`config.mk`:
```
export PLATFORM = sky130hd
export DESIGN_NAME = instdecode_flat
export DESIGN_NICKNAME = d
export VERILOG_FILES = /design/src/rtl/instdecode_if.sv /design/src/rtl/instdecode.sv /design/src/flat_wrapper.sv
export SDC_FILE = /design/constraint.sdc
export NUM_CORES = 2
export LEC_CHECK = 0
export BUFFER_PORTS_ARGS = -buffer_cell sky130_fd_sc_hd__buf_2
export CORE_MARGIN = 3
export CORE_UTILIZATION = 65
export CTS_BUF_LIST = sky130_fd_sc_hd__clkbuf_8
export CTS_CLUSTER_DIAMETER = 50
export CTS_CLUSTER_SIZE = 40
export DETAILED_ROUTE_END_ITERATION = 8
export MAX_ROUTING_LAYER = met4
export PLACE_DENSITY = 0.84
export SETUP_SLACK_MARGIN = 0.15
export SLEW_MARGIN = 20
export SYNTH_ARGS = -nofsm -noshare
export SYNTH_HDL_FRONTEND = slang
export SYNTH_SLANG_ARGS = --single-unit
```
`constraint.sdc`:
```
create_clock -name clock2 -period 8.6 [get_ports clock2]
set_input_delay 1.29 -clock clock2 [delete_from_list [all_inputs] [get_ports clock2]]
set_output_delay 1.29 -clock clock2 [all_outputs]
set_load 0.1 [all_outputs]
```
`src/rtl/instdecode_if.sv`:
```
// Decode-stage bus: fetch/writeback inputs and decode outputs grouped for instdecode.
// The master side drives instruction, next PC and writeback; the slave side is the decoder.
interface instdecode_if;
   logic        id_en;
   logic [31:0] ir_in;
   logic [31:0] npc_in;
   logic        wb_en;
   logic [4:0]  wb_addr;
   logic [31:0] wb_data;
   logic [31:0] a_out;
   logic [31:0] b_out;
   logic [31:0] imm_out;
   logic [31:0] irout2;
   logic [31:0] npcout2;
   logic [4:0]  rd_out;
   logic        branch_en;
   logic [31:0] branch_target;
   logic        stall;

   modport master (
      output id_en, ir_in, npc_in, wb_en, wb_addr, wb_data,
      input  a_out, b_out, imm_out, irout2, npcout2, rd_out, branch_en, branch_target, stall
   );

   modport slave (
      input  id_en, ir_in, npc_in, wb_en, wb_addr, wb_data,
      output a_out, b_out, imm_out, irout2, npcout2, rd_out, branch_en, branch_target, stall
   );
endinterface

```
`src/rtl/instdecode.sv`:
```
// Instruction decode stage: register file, operand/immediate decode, branch resolve, load-use stall.
// Define ID_WB_BYPASS_EN to forward same-cycle writeback data into the read and branch paths.
module instdecode #(
   parameter logic [31:0] NOP_WORD = 32'h0000_0000,
   parameter logic [31:0] REG_INIT = 32'h0000_0000
) (
   input logic        clock2,
   input logic        reset2,
   instdecode_if.slave dec_io
);

   localparam logic [5:0] OpRType = 6'h00;
   localparam logic [5:0] OpJ     = 6'h02;
   localparam logic [5:0] OpJal   = 6'h03;
   localparam logic [5:0] OpBeqz  = 6'h04;
   localparam logic [5:0] OpBnez  = 6'h05;

   logic [31:0] rf_q [32];

   logic [31:0] a_q, a_d;
   logic [31:0] b_q, b_d;
   logic [31:0] imm_q, imm_d;
   logic [31:0] ir_q, ir_d;
   logic [31:0] npc_q, npc_d;
   logic [4:0]  rd_q, rd_d;

   logic [5:0]  opcode;
   logic [4:0]  rs1, rs2;
   logic [31:0] rs1_val, rs2_val;
   logic [31:0] imm_dec;
   logic [4:0]  rd_dec;
   logic        uses_rs2;
   logic        ex_is_load;
   logic        stall;
   logic        taken;

   assign opcode = dec_io.ir_in[31:26];
   assign rs1    = dec_io.ir_in[25:21];
   assign rs2    = dec_io.ir_in[20:16];

   always_comb begin
      rs1_val = rf_q[rs1];
      rs2_val = rf_q[rs2];
`ifdef ID_WB_BYPASS_EN
      if (dec_io.wb_en && (dec_io.wb_addr == rs1)) rs1_val = dec_io.wb_data;
      if (dec_io.wb_en && (dec_io.wb_addr == rs2)) rs2_val = dec_io.wb_data;
`endif
      // R0 is hardwired; this also masks any bypass targeting it.
      if (rs1 == 5'd0) rs1_val = '0;
      if (rs2 == 5'd0) rs2_val = '0;
   end

   always_comb begin
      imm_dec  = {{16{dec_io.ir_in[15]}}, dec_io.ir_in[15:0]};
      rd_dec   = dec_io.ir_in[20:16];
      uses_rs2 = 1'b0;
      taken    = 1'b0;
      if ((opcode == OpJ) || (opcode == OpJal)) begin
         imm_dec = {{6{dec_io.ir_in[25]}}, dec_io.ir_in[25:0]};
      end
      if (opcode == OpRType) begin
         rd_dec   = dec_io.ir_in[15:11];
         uses_rs2 = 1'b1;
      end else if (opcode == OpJal) begin
         rd_dec = 5'd31;
         taken  = 1'b1;
      end else if (opcode == OpJ) begin
         rd_dec = 5'd0;
         taken  = 1'b1;
      end else if ((opcode == OpBeqz) || (opcode == OpBnez)) begin
         rd_dec   = 5'd0;
         uses_rs2 = 1'b1;
         taken    = (opcode == OpBeqz) ? (rs1_val == 32'd0) : (rs1_val != 32'd0);
      end else if ((opcode >= 6'h28) && (opcode <= 6'h2B)) begin
         rd_dec   = 5'd0;
         uses_rs2 = 1'b1;
      end
   end

   assign ex_is_load = (ir_q[31:26] >= 6'h20) && (ir_q[31:26] <= 6'h25);
   assign stall      = ex_is_load && (rd_q != 5'd0) &&
                       ((rd_q == rs1) || (uses_rs2 && (rd_q == rs2)));

   always_comb begin
      a_d   = a_q;
      b_d   = b_q;
      imm_d = imm_q;
      ir_d  = ir_q;
      npc_d = npc_q;
      rd_d  = rd_q;
      if (dec_io.id_en) begin
         if (stall) begin
            a_d   = '0;
            b_d   = '0;
            imm_d = '0;
            ir_d  = NOP_WORD;
            rd_d  = '0;
         end else begin
            a_d   = rs1_val;
            b_d   = rs2_val;
            imm_d = imm_dec;
            ir_d  = dec_io.ir_in;
            npc_d = dec_io.npc_in;
            rd_d  = rd_dec;
         end
      end
   end

   always_ff @(posedge clock2 or negedge reset2) begin
      if (!reset2) begin
         a_q   <= '0;
         b_q   <= '0;
         imm_q <= '0;
         ir_q  <= NOP_WORD;
         npc_q <= '0;
         rd_q  <= '0;
      end else begin
         a_q   <= a_d;
         b_q   <= b_d;
         imm_q <= imm_d;
         ir_q  <= ir_d;
         npc_q <= npc_d;
         rd_q  <= rd_d;
      end
   end

   always_ff @(posedge clock2 or negedge reset2) begin
      if (!reset2) begin
         for (int i = 0; i < 32; i++) rf_q[i] <= REG_INIT;
      end else if (dec_io.wb_en && (dec_io.wb_addr != 5'd0)) begin
         rf_q[dec_io.wb_addr] <= dec_io.wb_data;
      end
   end

   assign dec_io.a_out         = a_q;
   assign dec_io.b_out         = b_q;
   assign dec_io.imm_out       = imm_q;
   assign dec_io.irout2        = ir_q;
   assign dec_io.npcout2       = npc_q;
   assign dec_io.rd_out        = rd_q;
   assign dec_io.stall         = stall;
   assign dec_io.branch_en     = taken && dec_io.id_en && !stall;
   assign dec_io.branch_target = dec_io.npc_in + imm_dec;

endmodule

```
`src/flat_wrapper.sv`:
```
// flat-port wrapper written by rule: the top's interface ports become plain ports
module instdecode_flat 
#(
   parameter logic [31:0] NOP_WORD = 32'h0000_0000,
   parameter logic [31:0] REG_INIT = 32'h0000_0000
)
  (clock2, reset2, dec_io_id_en, dec_io_ir_in, dec_io_npc_in, dec_io_wb_en, dec_io_wb_addr, dec_io_wb_data, dec_io_a_out, dec_io_b_out, dec_io_imm_out, dec_io_irout2, dec_io_npcout2, dec_io_rd_out, dec_io_branch_en, dec_io_branch_target, dec_io_stall);
  instdecode_if dec_io_i ();
  input logic clock2;
  input logic reset2;
  input wire logic [$bits(dec_io_i.id_en)-1:0] dec_io_id_en;
  input wire logic [$bits(dec_io_i.ir_in)-1:0] dec_io_ir_in;
  input wire logic [$bits(dec_io_i.npc_in)-1:0] dec_io_npc_in;
  input wire logic [$bits(dec_io_i.wb_en)-1:0] dec_io_wb_en;
  input wire logic [$bits(dec_io_i.wb_addr)-1:0] dec_io_wb_addr;
  input wire logic [$bits(dec_io_i.wb_data)-1:0] dec_io_wb_data;
  output wire logic [$bits(dec_io_i.a_out)-1:0] dec_io_a_out;
  output wire logic [$bits(dec_io_i.b_out)-1:0] dec_io_b_out;
  output wire logic [$bits(dec_io_i.imm_out)-1:0] dec_io_imm_out;
  output wire logic [$bits(dec_io_i.irout2)-1:0] dec_io_irout2;
  output wire logic [$bits(dec_io_i.npcout2)-1:0] dec_io_npcout2;
  output wire logic [$bits(dec_io_i.rd_out)-1:0] dec_io_rd_out;
  output wire logic [$bits(dec_io_i.branch_en)-1:0] dec_io_branch_en;
  output wire logic [$bits(dec_io_i.branch_target)-1:0] dec_io_branch_target;
  output wire logic [$bits(dec_io_i.stall)-1:0] dec_io_stall;
  assign dec_io_i.id_en = dec_io_id_en;
  assign dec_io_i.ir_in = dec_io_ir_in;
  assign dec_io_i.npc_in = dec_io_npc_in;
  assign dec_io_i.wb_en = dec_io_wb_en;
  assign dec_io_i.wb_addr = dec_io_wb_addr;
  assign dec_io_i.wb_data = dec_io_wb_data;
  assign dec_io_a_out = dec_io_i.a_out;
  assign dec_io_b_out = dec_io_i.b_out;
  assign dec_io_imm_out = dec_io_i.imm_out;
  assign dec_io_irout2 = dec_io_i.irout2;
  assign dec_io_npcout2 = dec_io_i.npcout2;
  assign dec_io_rd_out = dec_io_i.rd_out;
  assign dec_io_branch_en = dec_io_i.branch_en;
  assign dec_io_branch_target = dec_io_i.branch_target;
  assign dec_io_stall = dec_io_i.stall;
  instdecode #(.NOP_WORD(NOP_WORD), .REG_INIT(REG_INIT)) u_core (.clock2(clock2), .reset2(reset2), .dec_io(dec_io_i));
endmodule
```
# Word level (Yosys, flattened, before mapping)
# Index checks and enable logic that the tools add are counted.
# op_classes
addsub	1
order_cmp	8
n_eq_ne	6
n_mux	32
n_bitwise	4
n_reduce_logical	21
# ops
op	n
1024-bit bitwise mux	1
32-bit 2-to-1 mux	12
32-bit binary-select mux with 5-bit select	2
32-bit demux with 5-bit select	1
32-bit adder	1
32-bit logical NOT	1
32-bit nonzero test	1
6-bit >= comparator, second input constant	5
5-bit 2-to-1 mux	6
5-bit inverter with 6-bit output	3
6-bit by 2-bit equality test with 1-bit output, second input constant	2
6-bit by 3-bit equality test with 1-bit output, second input constant	2
6-bit less-or-equal comparator, second input constant	2
5-bit equality test	2
5-bit logical NOT	2
1-bit 2-to-1 mux	10
5-bit nonzero test	2
1-bit logical AND	9
6-bit logical NOT	1
6-bit by 1-bit less-than comparator with 1-bit output, second input constant	1
1-bit logical OR	3
2-bit AND reduction	1
1-bit logical NOT	1
1-bit inverter	1
# totals
regBits	1189
in_bits	105
out_inout_bits	199
elab_cells	110

# Longest topological paths before layout
# logic_depth
word_depth	13
depth_mapped	15
ltp_nobuf	14

# Worst setup path before layout
# Ideal clock, no wire load.
# synth_timing
path_type	input to output
start	input port dec_io_ir_in[16]
end	output port dec_io_branch_target[29]
arrival_time_ns	7.464
setup_slack_ns	-0.154
cell_stages	14
n_path_buf	3
cell_sequence	clkbuf_1 -> clkbuf_1 -> clkbuf_1 -> nand3_1 -> nand2_1 -> ha_1 -> a21o_1 -> a21oi_1 -> nor2b_1 -> a311oi_1 -> o31ai_1 -> a41oi_1 -> o21ai_0 -> o311ai_0
# synth_via
elab_chain_len	2
# synth_rtl
item	line	rtl
start: declaration	flat_wrapper.sv:12	input wire logic [$bits(dec_io_i.ir_in)-1:0] dec_io_ir_in;
32-bit 2-to-1 mux	instdecode.sv:58	if ((opcode == OpJ) || (opcode == OpJal)) begin
32-bit adder	instdecode.sv:143	assign dec_io.branch_target = dec_io.npc_in + imm_dec;
end: declaration	flat_wrapper.sv:24	output wire logic [$bits(dec_io_i.branch_target)-1:0] dec_io_branch_target;
# Every way passes these cells.

# Final worst setup path
# layout_timing
start	input port dec_io_ir_in[21]
end	output port dec_io_branch_en
# layout_via
elab_chain_len	13
elab_cells_between_ends	19
classes_between	eq/ne: 1; mux: 9; bitwise: 1; reduce/logical: 8
# layout_rtl
item	line	rtl
5-bit inverter with 6-bit output (implied by the code)	instdecode.sv:42	rs1_val = rf_q[rs1];
32-bit binary-select mux with 5-bit select	instdecode.sv:42	
32-bit 2-to-1 mux (implied by the code) (2 in series)	instdecode.sv:42	
32-bit 2-to-1 mux	instdecode.sv:49	if (rs1 == 5'd0) rs1_val = '0;
32-bit nonzero test / 32-bit logical NOT (equally long branches)	instdecode.sv:73	taken = (opcode == OpBeqz) ? (rs1_val == 32'd0) : (rs1_val != 32'd0);
1-bit 2-to-1 mux	instdecode.sv:73	
1-bit 2-to-1 mux	instdecode.sv:70	end else if ((opcode == OpBeqz) || (opcode == OpBnez)) begin
1-bit 2-to-1 mux	instdecode.sv:67	end else if (opcode == OpJ) begin
1-bit 2-to-1 mux	instdecode.sv:64	end else if (opcode == OpJal) begin
1-bit 2-to-1 mux	instdecode.sv:61	if (opcode == OpRType) begin
1-bit logical AND	instdecode.sv:142	assign dec_io.branch_en = taken && dec_io.id_en && !stall;
1-bit logical AND *	instdecode.sv:142	
end: declaration	flat_wrapper.sv:23	output wire logic [$bits(dec_io_i.branch_en)-1:0] dec_io_branch_en;
# Mark *: on every way between the ends. The rest lies on a longest branch, timed or not. The select of a mux whose other input is x is not followed.

==> results.txt <==
hpwl dp: 110000 microns
CP required: 7310 ps
Setup CP Type: in -> out
Total Wirelength: 186000 microns
initial DRC count: 5599
CP max-delay cell: mux4_1
P per Cell Area: 242 nW/um^2
die area: 98500 sq um
Max VDD drop: 202 uV
#FFs+latches synth: 1167
syn nets: 4297
Worst Setup Start Kind: primary input
TritonCTS Buffers: 132
final core occ: 71.5%
total track usage: 39.6%
crit share post-route: 84.4%
row cnt: 112
Worst-Margin Slew: 1170 ps
Via density: 7.28
Synth area leaders: dfrtp_1 (47%), mux4_2 (21%), mux2_2 (19%), clkbuf_1 (1.8%), mux2i_1 (1.4%)
YS warnings: 0
WP data arrival: 5970 ps
Post-Syn Instances: 4160
asr flop ratio synth: 100%
status: complete, no violations
# H-tree levels: 4
biggest cell delay along the critical path: 620 ps
Clk pwr share: 27.5%
sw frac: 34.0%
Worst Path Max Fanout: 68
RSZ-0062 raised after global routing: false
Critical Path Start: dec_io_ir_in[21]
Final Max Tran Viols: 0
Avg Inst Size Synth: 14.8 sq um
CTS root buffer: clkbuf_8
CP cell instances: buf_8 > buf_12 > mux4_1 > mux2_2 > a221o_1 > o21ai_0 > or4bb_1 > nor3_2 > and4_1 > o21ai_1 > a21oi_1 > buf_2
share of cells above drive strength 1: 52.2%
Min-Delay Path Class: reg -> reg
P_leak: 29.5 nW
r2r startpoint: u_core.dec_io.irout2[27]
Yosys cell types: 72
largest net degree at the start of global routing: 176
Max-slew headroom: 21.7%
clock slew at reported path FFs: 80 ps
first-pass GRT wire length: 276000 microns
worst slack, placed: 1340 ps
worst skew pair latency: 860 ps
initial cell density of the core: 65.8%
post-synth top area share: 47.4%
grt total ovfl: 0
skew final: 35.7 ps
# setup viols final: 0
Period minus WS final: 7260 ps
Core Region: 93600 sq um
drt wl/cell: 33.2 microns
Comb power frac: 27.5%
initial antenna violation count: 18
sequential cell fraction of total power: 45.0%
CP delay by family, top: buffers and inverters
nets: 4372
clock tree buffer depth: 3
routability cong.: 0.925
Resized cells post-CTS: 0
cts hold-fix bufs: 0
CP bufs+invs: 3
DR vias: 40800
internal power: 10.7 mW
DRC errors left: 0
CTS sink cnt: 1167
port bufs: 303
Hold Fails Final Rpt: 0
CTS tree: yes
Seq/Total Area, Yosys: 47.4%
critical hold path startpoint: u_core.rf_q[1018]
EDFF count, synth: 0
Die Y: 314 microns
crit path capture type: output port
post-route ant nets: 0
# Max-Cap Violations: 0
Worst Slack Setup Final: 1340 ps
cell area after synthesis: 61600 sq um
Fmax: 138 MHz
Switch Pwr: 5.51 mW
post-synth top area cell: dfrtp_1
Ports: 304
most frequent cell after synthesis: dfrtp_1
Die Span X: 314 microns
Post-CTS Setup Inserts: 0
Syn-to-layout area delta: 8.63%
number of global-route vias before repair: 41400
setup_tns: 0 ps
Tot Pwr: 16.2 mW
Synth top cells by count: dfrtp_1 (1167), mux2_2 (1037), mux4_2 (564), clkbuf_1 (289), inv_1 (128)
main flop type after synthesis: dfrtp_1
First-pass DRT Iterations: 5
## path summary, 6_finish.rpt
| check | slack, ps | depth (start not counted) | to |
|---|---|---|---|
| max | 1340 | 12 | dec_io_branch_en |
| min | 380 | 0 | u_core.rf_q[1018] |
| max reg2reg | 5360 | 6 | u_core.dec_io.b_out[0] |
| min reg2reg | 380 | 0 | u_core.rf_q[1018] |
| max in group asynchronous | 6020 | 3 | u_core.rf_q[363] |
| min in group asynchronous | 460 | 1 | u_core.dec_io.npcout2[6] |
## area by class of cell
| class | instances | area [sq um] |
|---|---|---|
| multi-input cells | 2412 | 30100 |
| flip-flops and latches | 1167 | 29200 |
| fillers | 6041 | 26700 |
| repair buffers | 394 | 2410 |
| clock buffers | 148 | 2040 |
| well taps | 1254 | 1570 |
| clock inverters | 88 | 1110 |
| inverters | 128 | 483 |
| diodes | 13 | 32.5 |
## through the flow
step | instances | instance area, sq um | hold slack, ps
final | 5604 | 66900 | 380
after global placement | 5354 | 63700 | 360
after global routing | 5603 | 66900 | 392
after CTS | 5590 | 66900 | 380
after detailed placement | 5354 | 63700 | 363
after floorplan | 4160 | 61600 | 425
## layer usage
layer | global-route usage [%] | part of all wire, % | wire length [microns] | up-vias
li1 | - | - | - | 16000
met1 | 50.9 | 36 | 67500 | 21400
met2 | 58.9 | 47 | 86600 | 2782
met3 | 9.49 | 11 | 20100 | 625
met4 | 21.9 | 6.4 | 12000 | 0
met5 | - | 0 | 0 | -
## state kept, by name, summed over array words and instances, names as in the netlist
name,cells
u_core.dec_io.imm_out,10
u_core.dec_io.b_out,32
u_core.dec_io.rd_out,5
u_core.dec_io.irout2,32
u_core.rf_q,1024
u_core.dec_io.npcout2,32
u_core.dec_io.a_out,32
## power by group through the flow
stage          registers [mW]  clock network (mW)  logic, mW
2_1_floorplan            7.82                   0       2.78
3_3_place_gp             7.26                   0       4.33
4_1_cts                  7.24                4.49       4.44
3_5_place_dp             7.35                   0       4.43
6_report                 7.29                4.46       4.46
5_1_grt                  7.39                4.73       4.68
## worst reg2reg max path, stage by stage (launching register included)
cell       delay [ps]
dfrtp_1           480
a2111oi_0         750
and3_2            330
nand2b_4          450
o21bai_4          250
buf_4             550
o22ai_1           270
## cell usage in the layout, fill, tap and decap left out, types with 13 or more instances in the layout
cell type / synthesis / final
buf_2: 18 / 293
nand2_2: 0 / 15
xor2_1: 14 / 14
o21ai_0: 41 / 40
a21o_1: 15 / 15
clkbuf_8: 0 / 148
nor2_4: 0 / 16
bufinv_16: 0 / 19
inv_1: 128 / 139
a22oi_1: 41 / 41
buf_4: 43 / 83
dfrtp_1: 1167 / 1167
clkinvlp_4: 0 / 13
nor2_1: 48 / 32
mux2i_1: 86 / 86
nor3_1: 19 / 19
nand4_1: 14 / 14
a21oi_1: 57 / 56
mux2_2: 1037 / 1037
nand3b_1: 13 / 13
diode_2: 0 / 13
a211oi_1: 14 / 14
nand2_1: 118 / 103
ha_1: 31 / 31
nand3_1: 29 / 29
clkinv_2: 0 / 14
xnor2_1: 18 / 18
o22ai_1: 116 / 116
mux4_2: 564 / 564
## logic make-up (layout without fill, tap and decap cells)
kind of cell	Yosys count	count (layout)	share of synthesized area (%)
other	0	13	0
flip-flops	1167	1167	47.4
XOR/XNOR	32	32	0.455
adder cells (fa/ha/maj)	32	32	0.662
multiplexers	1695	1695	41.3
AO/OA/AOI/OAI	346	346	3.66
AND/OR/NAND/NOR	307	307	2.48
buffers and inverters	581	758	4.06
(Power assumes the default switching activity.)
